--- config.mk ---
export PLATFORM = sky130hd
export DESIGN_NAME = iram_uart_loader
export DESIGN_NICKNAME = d
export VERILOG_FILES = /design/src/rtl/iram_uart_loader.sv
export SDC_FILE = /design/constraint.sdc
export NUM_CORES = 1
export LEC_CHECK = 0
export BUFFER_PORTS_ARGS = -buffer_cell sky130_fd_sc_hd__buf_2
export CAP_MARGIN = 0
export CORE_UTILIZATION = 58
export CTS_CLUSTER_DIAMETER = 30
export DETAILED_ROUTE_END_ITERATION = 7
export PLACE_DENSITY = 0.9
export SYNTH_ARGS = -nofsm -noshare
export SYNTH_HDL_FRONTEND = slang
export SYNTH_SLANG_ARGS = --single-unit
--- constraint.sdc ---
create_clock -name sys_clk -period 3.02 [get_ports sys_clk]
set_clock_uncertainty 0.15 [all_clocks]
set_input_delay 0.151 -clock sys_clk [delete_from_list [all_inputs] [get_ports sys_clk]]
set_output_delay 0.151 -clock sys_clk [all_outputs]
set_load 0.03 [all_outputs]
--- src/rtl/iram_uart_loader.sv ---
// UART frame loader: SYNC, LEN_LO, LEN_HI, 4*N little-endian data bytes, CSUM -> IRAM writes; holds the core in reset until a good frame.
// Optional inter-byte timeout is enabled with `define LOADER_TIMEOUT_EN.
module iram_uart_loader #(
    parameter int         ADDR_W      = 12,
    parameter logic [7:0] SYNC_BYTE   = 8'h55,
    parameter int         TIMEOUT_CYC = 100000
) (
    input  logic              sys_clk,
    input  logic              sys_rst,
    input  logic              rx_valid,
    input  logic [7:0]        rx_data,
    output logic              rx_ready,
    output logic              ram_we,
    output logic [ADDR_W-1:0] ram_addr,
    output logic [31:0]       ram_wdata,
    output logic              core_rst,
    output logic              load_done,
    output logic              load_err,
    output logic [2:0]        dbg_state_o
);

    // Byte handshake: a byte is consumed on any rising edge where rx_valid & rx_ready.
    typedef enum logic [2:0] {
        S_IDLE = 3'd0,
        S_LEN0 = 3'd1,
        S_LEN1 = 3'd2,
        S_DATA = 3'd3,
        S_CSUM = 3'd4,
        S_DONE = 3'd5,
        S_ERR  = 3'd6
    } state_t;

    state_t            state_q;
    logic [7:0]        len_lo_q;
    logic [15:0]       len_q;
    logic [ADDR_W:0]   word_cnt_q;
    logic [1:0]        byte_idx_q;
    logic [7:0]        csum_q;
    logic [23:0]       word_buf_q;
    logic              rx_ready_q;
    logic              ram_we_q;
    logic [ADDR_W-1:0] ram_addr_q;
    logic [31:0]       ram_wdata_q;
    logic              core_rst_q;
    logic              load_done_q;
    logic              load_err_q;

    logic              accept;
    logic              is_sync;
    logic [15:0]       len_d;
    logic [ADDR_W:0]   word_cnt_d;

    assign accept     = rx_valid & rx_ready_q;
    assign is_sync    = (rx_data == SYNC_BYTE);
    assign len_d      = {rx_data, len_lo_q};
    assign word_cnt_d = word_cnt_q + 1'b1;

`ifdef LOADER_TIMEOUT_EN
    localparam int TMO_W = $clog2(TIMEOUT_CYC + 1);
    logic [TMO_W-1:0] tmo_q;
    logic             timed_state;
    assign timed_state = (state_q == S_LEN0) || (state_q == S_LEN1) ||
                         (state_q == S_DATA) || (state_q == S_CSUM);
`else
    logic unused_tmo;
    assign unused_tmo = (TIMEOUT_CYC == 0);
`endif

    always_ff @(posedge sys_clk) begin
        if (sys_rst) begin
            state_q     <= S_IDLE;
            len_lo_q    <= '0;
            len_q       <= '0;
            word_cnt_q  <= '0;
            byte_idx_q  <= '0;
            csum_q      <= '0;
            word_buf_q  <= '0;
            rx_ready_q  <= 1'b0;
            ram_we_q    <= 1'b0;
            ram_addr_q  <= '0;
            ram_wdata_q <= '0;
            core_rst_q  <= 1'b1;
            load_done_q <= 1'b0;
            load_err_q  <= 1'b0;
`ifdef LOADER_TIMEOUT_EN
            tmo_q       <= '0;
`endif
        end else begin
            rx_ready_q <= 1'b1;
            ram_we_q   <= 1'b0;
            case (state_q)
                S_IDLE, S_DONE, S_ERR: begin
                    if (accept && is_sync) begin
                        state_q     <= S_LEN0;
                        word_cnt_q  <= '0;
                        byte_idx_q  <= '0;
                        csum_q      <= '0;
                        core_rst_q  <= 1'b1;
                        load_done_q <= 1'b0;
                        load_err_q  <= 1'b0;
                    end
                end
                S_LEN0: begin
                    if (accept) begin
                        len_lo_q <= rx_data;
                        state_q  <= S_LEN1;
                    end
                end
                S_LEN1: begin
                    if (accept) begin
                        len_q <= len_d;
                        if (32'(len_d) > (32'd1 << ADDR_W)) begin
                            state_q    <= S_ERR;
                            load_err_q <= 1'b1;
                        end else if (len_d == 16'd0) begin
                            state_q <= S_CSUM;
                        end else begin
                            state_q <= S_DATA;
                        end
                    end
                end
                S_DATA: begin
                    if (accept) begin
                        csum_q     <= csum_q + rx_data;
                        byte_idx_q <= byte_idx_q + 2'd1;
                        case (byte_idx_q)
                            2'd0: word_buf_q[7:0]   <= rx_data;
                            2'd1: word_buf_q[15:8]  <= rx_data;
                            2'd2: word_buf_q[23:16] <= rx_data;
                            default: begin
                                ram_we_q    <= 1'b1;
                                ram_addr_q  <= word_cnt_q[ADDR_W-1:0];
                                ram_wdata_q <= {rx_data, word_buf_q};
                                word_cnt_q  <= word_cnt_d;
                                if (32'(word_cnt_d) == 32'(len_q)) begin
                                    state_q <= S_CSUM;
                                end
                            end
                        endcase
                    end
                end
                S_CSUM: begin
                    if (accept) begin
                        if (rx_data == csum_q) begin
                            state_q     <= S_DONE;
                            load_done_q <= 1'b1;
                            core_rst_q  <= 1'b0;
                        end else begin
                            state_q    <= S_ERR;
                            load_err_q <= 1'b1;
                        end
                    end
                end
                default: begin
                    state_q <= S_IDLE;
                end
            endcase
`ifdef LOADER_TIMEOUT_EN
            // A stalled byte stream inside a frame aborts to ERR; accepted bytes win over expiry.
            if (timed_state && !accept) begin
                if (tmo_q == TMO_W'(TIMEOUT_CYC - 1)) begin
                    tmo_q       <= '0;
                    state_q     <= S_ERR;
                    load_err_q  <= 1'b1;
                    load_done_q <= 1'b0;
                    core_rst_q  <= 1'b1;
                end else begin
                    tmo_q <= tmo_q + 1'b1;
                end
            end else begin
                tmo_q <= '0;
            end
`endif
        end
    end

    assign rx_ready    = rx_ready_q;
    assign ram_we      = ram_we_q;
    assign ram_addr    = ram_addr_q;
    assign ram_wdata   = ram_wdata_q;
    assign core_rst    = core_rst_q;
    assign load_done   = load_done_q;
    assign load_err    = load_err_q;
    assign dbg_state_o = state_q;

endmodule
==> results of run 1 <==
-- registers in the layout (all words and copies together) (netlist names) --
signal,cells
ram_wdata,32
byte_idx_q,2
csum_q,8
word_cnt_q,13
rx_ready,1
len_q,16
word_buf_q,24
dbg_state_o,3
load_done,1
ram_addr,12
core_rst,1
ram_we,1
len_lo_q,8
load_err,1
-- cells by family (layout without fill, tap and decap cells) --
kind of cell               count (synthesis)  count (layout)  synth area share, %
DFF                                      123             123                 43.5
xor gates and xnor gates                  19              19                 2.94
muxes                                     10              10                 1.77
AOI/OAI and AO/OA                        167             167                 16.8
buffers and inverters                     68             126                 4.92
and+or+nand+nor                          328             328                 26.8
adders and majority gates                 14              14                 3.36
-- synth_stat cells, types with 5 or more instances --
cell type	n	area, um2
a22oi_1	6	45.0
mux2i_1	10	100
nor2_1	39	146
nor3b_1	5	37.5
a31oi_1	6	37.5
nor4_1	5	31.3
clkbuf_1	42	158
xor2_1	5	43.8
inv_1	8	30.0
nor3_1	15	75.1
or3_1	11	68.8
a21oi_1	113	566
dfxtp_1	123	2460
o21ai_0	15	75.1
nand4_1	7	43.8
buf_2	8	40.0
ha_1	12	150
or4_1	5	37.5
nand3_1	38	190
and4_1	5	43.8
nand2_1	171	642
xnor2_1	14	123
and3_1	5	31.3
-- how the worst min path moves through the flow --
stage               depth (start not counted)           end
floorplan                                   1      rx_ready
global route                                4      load_err
CTS                                         4      load_err
global placement                            2  ram_wdata[3]
finish                                      4      load_err
detailed placement                          2   ram_addr[2]
-- layout make-up --
type / count / area (um2)
inverter: 10 / 37.5
fill: 694 / 2710
clock inverter: 14 / 161
timing repair buffer: 84 / 500
sequential: 123 / 2460
clock buffer: 18 / 418
tap: 129 / 161
multi-input combinational: 538 / 2930
-- layer usage --
metal / vias to the layer above / wire [um]
met1: 2603 / 6190
met5: - / 0
met4: 0 / 674
met3: 77 / 1370
met2: 302 / 7610
li1: 2612 / -
-- stage by stage --
stage	cells	cell area [um2]	hold WS, ps	util, %
floorplan	729	5670	146	-
global placement	875	6000	289	64.0
detailed placement	875	6000	293	64.0
CTS	916	6670	73.9	71.1
global route	916	6670	173	71.1
finish	916	6670	82.5	71.1
-- what timing repair did --
action                                  CTS  global route
hold endpoints to repair                 54             0
hold buffers                              9             0
setup buffers                             0             0
endpoints found under the setup margin    0             0
-- power by group through the flow --
| stage | clock network (uW) | registers, uW | logic (uW) |
|---|---|---|---|
| 3_3_place_gp | 0 | 1670 | 134 |
| 2_1_floorplan | 0 | 1670 | 96.8 |
| 3_5_place_dp | 0 | 1670 | 137 |
| 4_1_cts | 2000 | 1630 | 147 |
| 5_1_grt | 2080 | 1630 | 161 |
| 6_report | 2000 | 1630 | 152 |
-- cell usage in the layout (no fill, tap or decap), drive strengths merged, types with 6 or more instances in the layout --
| cell | Yosys | routed |
|---|---|---|
| nand2 | 172 | 172 |
| dfxtp | 123 | 123 |
| a21oi | 113 | 113 |
| buf | 14 | 75 |
| nor2 | 40 | 40 |
| nand3 | 38 | 38 |
| clkbuf | 44 | 18 |
| o21ai | 17 | 17 |
| nor3 | 16 | 16 |
| xnor2 | 14 | 14 |
| inv | 9 | 14 |
| ha | 12 | 12 |
| or3 | 11 | 11 |
| mux2i | 10 | 10 |
| dlygate4sd3 | 0 | 9 |
| nand4 | 7 | 7 |
| a31oi | 6 | 6 |
| a22oi | 6 | 6 |
| or4 | 6 | 6 |
| clkinv | 1 | 6 |
-- worst min-delay path: stages --
cell and delay (ps):
buf_2 110, and2_1 230, a31oi_1 150, nor3_1 60
==> out/metrics.csv, run 1 <==
metric;value;unit
setup_viol;0;
coreArea;9370;um2
gp_congestion;0.888;
synth.avg_cell_area;7.77;um2
wl_per_cell;17.3;um
drt_iter0_drc;486;
root_buffer;clkbuf_8;
die_h;101;um
p_total;3780;uW
powerDensity;567;nW/um2
r2r_cells;8;
drc;0;
grt_usage;32.4;%
leakage;0.00246;uW
switching_share;24.2;%
slew_viol_final;0;
crit_path_start_kind;flip-flop;
grt_use_met2;53.6;%
synthesis.nets;754;
cp.depth;8;
htreeDepth;4;
antennaDiodeCount;0;
grt_pass1_vias;5274;
seq_power_share;43.2;%
slowest_delay;520;ps
p_int;2860;uW
ys.warnings.count;0;
cts-buffers-inserted;17;
crit_slowest_cell;dfxtp_1;
synth_ff_type;dfxtp_1;
end_kind;flip-flop;
max_freq;0.359;GHz
cp_common_cell;nand4_1;
drive_gt1_share;14.6;%
area_growth;17.6;%
r2r-start;word_cnt_q[0];
worstHoldStart;rx_valid;
net-switching-power;916;uW
vias;5594;
fin_crit;2780;ps
clkPwrFrac;52.8;%
fp.dieW;101;um
synthesis.area;5670;um2
yosys.cell_types.count;60;
ctsResizeCount;0;
min_period_over_period;92.2;%
worst-path-buf-inv;0;
path_cells;ha_1 > nand4_1 > or3b_1 > xnor2_1 > a221oi_1 > nand4_1 > o21ba_1 > mux2i_1;
grt_overflow_total;0;
routed_wl;15800;um
cp.required;3290;ps
max_cap_viol_count;0;
hold_viol;0;
place_ws;306;ps
pwr-share-comb;4.0;%
tns;0;ps
cp_top_family;simple AND/OR/NAND/NOR gates;
syn_inst;729;
ys_seq_area_share;43.5;%
worstSetupPathType;flip-flop to flip-flop;
worst_slack;237;ps
grt_antenna_before_repair;0;
dp_hpwl;9740;um
use_met1;39.2;%
port-buffer-count;62;
status;finished clean;
start_util;60.5;%
cp.arrival;3060;ps
insertion_delay;530;ps
startpoint;word_cnt_q[0];
layout.nets;799;
relSlewSlack;52.2;%
crit_end;dbg_state_o[1];
busiest_layer;met2;
cts_tree;built;
grt_pass1_wl;25400;um
rsz0062_at_grt;no;
clockBufferDepth;2;
cp_max_fo;9;
worstHoldPathType;input pin to flip-flop;
cts_sinks;123;
cts.clk_slew.worst_paths;60;ps
num_rows;35;
io-pin-count;63;
synth_edf_count;0;
grt_max_degree;72;
irDropWorstVdd;0.000356;V
firstDrtPassIters;6;
synthArstFlopShare;0;%
worst_pin_slew;717;ps
synth-seq-cells;123;
ant_nets;0;
timing.rr.end;dbg_state_o[1];
die_area;10200;um2
reg2reg_slack;240;ps
avgViaCountPerCell;6.11;
met3_usage;6.59;%
Power figures use the tool's default switching activity.
==> run 2: changes to the inputs <==
--- a/config.mk
+++ b/config.mk
@@ -11,6 +11,7 @@
 export CTS_CLUSTER_DIAMETER = 30
 export DETAILED_ROUTE_END_ITERATION = 7
 export PLACE_DENSITY = 0.9
+export RECOVER_POWER = 25
 export SYNTH_ARGS = -nofsm -noshare
 export SYNTH_HDL_FRONTEND = slang
 export SYNTH_SLANG_ARGS = --single-unit
==> run 2 against run 1 <==
Net effect: cell count stayed put; die area stayed put; hold slack gained 5.3 ps; core utilization fell by 0.57 points; register-to-register slack better by 20 ps; sequential power about the same; count of clock-buffer cells in the layout unchanged; largest cell class unchanged.
==> out/metrics.csv, run 2 (same netlist as run 1, synthesis figures left out) <==
metric;value;unit;change
firstDrtPassIters;5;;was 6
root_buffer;clkbuf_8;;unchanged
cts-buffers-inserted;17;;unchanged
max_cap_viol_count;0;;unchanged
status;finished clean;;unchanged
worst_slack;254;ps;was 237 ps
ant_nets;0;;unchanged
final_common_cell;nand2_1;;unchanged
irDropWorstVdd;0.000359;V;was 0.000356 V
grt_usage;32.4;%;unchanged
timing.rr.end;dbg_state_o[1];;unchanged
powerDensity;571;nW/um2;was 567 nW/um2
place_inst;875;;unchanged
end_kind;flip-flop;;unchanged
r2r_cells;8;;unchanged
grt_pass1_wl;25400;um;unchanged
pwr-share-comb;4.0;%;about the same
startpoint;word_cnt_q[0];;unchanged
crit_path_start_kind;flip-flop;;unchanged
cp.required;3290;ps;about the same
fp.dieW;101;um;unchanged
clkPwrFrac;52.8;%;about the same
setup_viol;0;;unchanged
hold_viol;0;;unchanged
die_area;10200;um2;unchanged
slew_viol_final;0;;unchanged
p_int;2860;uW;about the same
area_growth;16.7;%;was 17.6%
routed_wl;15800;um;about the same
layout_common_cells;171 x nand2_1, 123 x dfxtp_1, 113 x a21oi_1, 44 x clkbuf_1, 39 x nor2_1;;was 171 x nand2_1, 123 x dfxtp_1, 113 x a21oi_1, 61 x buf_2, 39 x nor2_1
wl_per_cell;17.2;um;was 17.3 um
worstHoldPathType;input pin to flip-flop;;unchanged
finalNonFillerCells;916;;unchanged
coreArea;9370;um2;unchanged
start_util;60.5;%;unchanged
die_h;101;um;unchanged
htreeDepth;4;;unchanged
worstHoldStart;rx_valid;;unchanged
io-pin-count;63;;unchanged
hold_ws;87.8;ps;was 82.5 ps
largest_reg_flops;32;;unchanged
port-buffer-count;62;;unchanged
switching_share;24.2;%;about the same
seq_power_share;43.2;%;about the same
cp_max_fo;9;;unchanged
net-switching-power;913;uW;was 916 uW
worst_pin_slew;716;ps;was 717 ps
tns;0;ps;unchanged
leakage;0.00227;uW;was 0.00246 uW
drive_gt1_share;9.15;%;was 14.6%
grt_antenna_before_repair;0;;unchanged
worstSetupPathType;flip-flop to flip-flop;;unchanged
cts_sinks;123;;unchanged
layout.nets;799;;unchanged
num_rows;35;;unchanged
rsz0062_at_grt;no;;unchanged
min_period_over_period;91.6;%;was 92.2%
grt_overflow_total;0;;unchanged
cts.clk_slew.worst_paths;60;ps;about the same
dp_hpwl;9740;um;unchanged
fin_crit;2770;ps;was 2780 ps
clockBufferDepth;2;;unchanged
insertion_delay;530;ps;about the same
vias;5590;;was 5594
drc;0;;unchanged
fillers;724;;was 694
hold_depth;4;;unchanged
cp.arrival;3030;ps;was 3060 ps
ctsResizeCount;0;;unchanged
antennaDiodeCount;0;;unchanged
fin_util;70.6;%;was 71.1%
relSlewSlack;52.3;%;was 52.2%
reg2reg_slack;250;ps;was 240 ps
gp_congestion;0.888;;unchanged
avgViaCountPerCell;6.10;;was 6.11
drt_iter0_drc;548;;was 486
place_ws;306;ps;unchanged
max_freq;0.362;GHz;was 0.359 GHz
cts_tree;built;;unchanged
r2r-start;word_cnt_q[0];;unchanged
grt_pass1_vias;5274;;unchanged
min_to;load_err;;unchanged
grt_max_degree;72;;unchanged
==> run 2: cell types whose count changed in the layout (fill, tap and decap cells not counted) <==
| cell | change |
|---|---|
| clkbuf_1 | +43 |
| buf_2 | -43 |
==> run 2: timing repair <==
| action | in CTS | in global routing |
|---|---|---|
| hold buffers | 9 | 0 |
| setup buffers | 0 | 0 |
| endpoints found under the hold margin | 54 | 0 |
==> run 2: metal layers <==
layer	up-vias	track usage [%]	wire length, um
li1	2611	-	-
met1	2617	39.2	6280
met2	296	53.6	7600
met3	66	6.59	1240
met4	0	18.7	635
met5	-	0	0
==> run 2: worst max path at each step <==
stage / slack (ps) / end / cells past startpoint
3_3_place_gp: 430 / dbg_state_o[1] / 8
3_5_place_dp: 310 / dbg_state_o[1] / 8
2_1_floorplan: 340 / word_cnt_q[9] / 8
6_report: 250 / dbg_state_o[1] / 8
5_1_grt: 110 / dbg_state_o[1] / 8
4_1_cts: 280 / dbg_state_o[1] / 8
==> run 2: metrics by stage <==
step | power [uW] | cell area, um2
3_3_place_gp | 1800 | 6000
4_1_cts | 3770 | 6670
3_5_place_dp | 1800 | 6000
2_1_floorplan | 1770 | 5670
5_1_grt | 3870 | 6610
6_report | 3780 | 6610
==> run 2: critical path, cell delays in order, from the launching register on <==
cell,delay (ps)
dfxtp_1,520
ha_1,390
nand4_1,200
or3b_1,470
xnor2_1,150
a221oi_1,240
nand4_1,190
o21ba_1,240
mux2i_1,110
==> run 2: final cells by class <==
cell class                      instances  area, um2  share of cell area [%]
Multi-Input combinational cell        538       2930                    44.2
Timing Repair Buffer                   84        447                    6.75
Sequential cell                       123       2460                    37.2
Clock inverter                         14        161                    2.44
Inverter                               10       37.5                   0.568
Clock buffer                           18        418                    6.32
Tap cell                              129        161                    2.44
==> run 2: power by group through the flow <==
stage                     clock network [uW]  logic [uW]  registers, uW
final                                   2000         152           1630
after global routing                    2080         161           1630
after CTS                               2000         147           1630
after detailed placement                   0         137           1670
after global placement                     0         134           1670
after floorplan                            0        96.8           1670
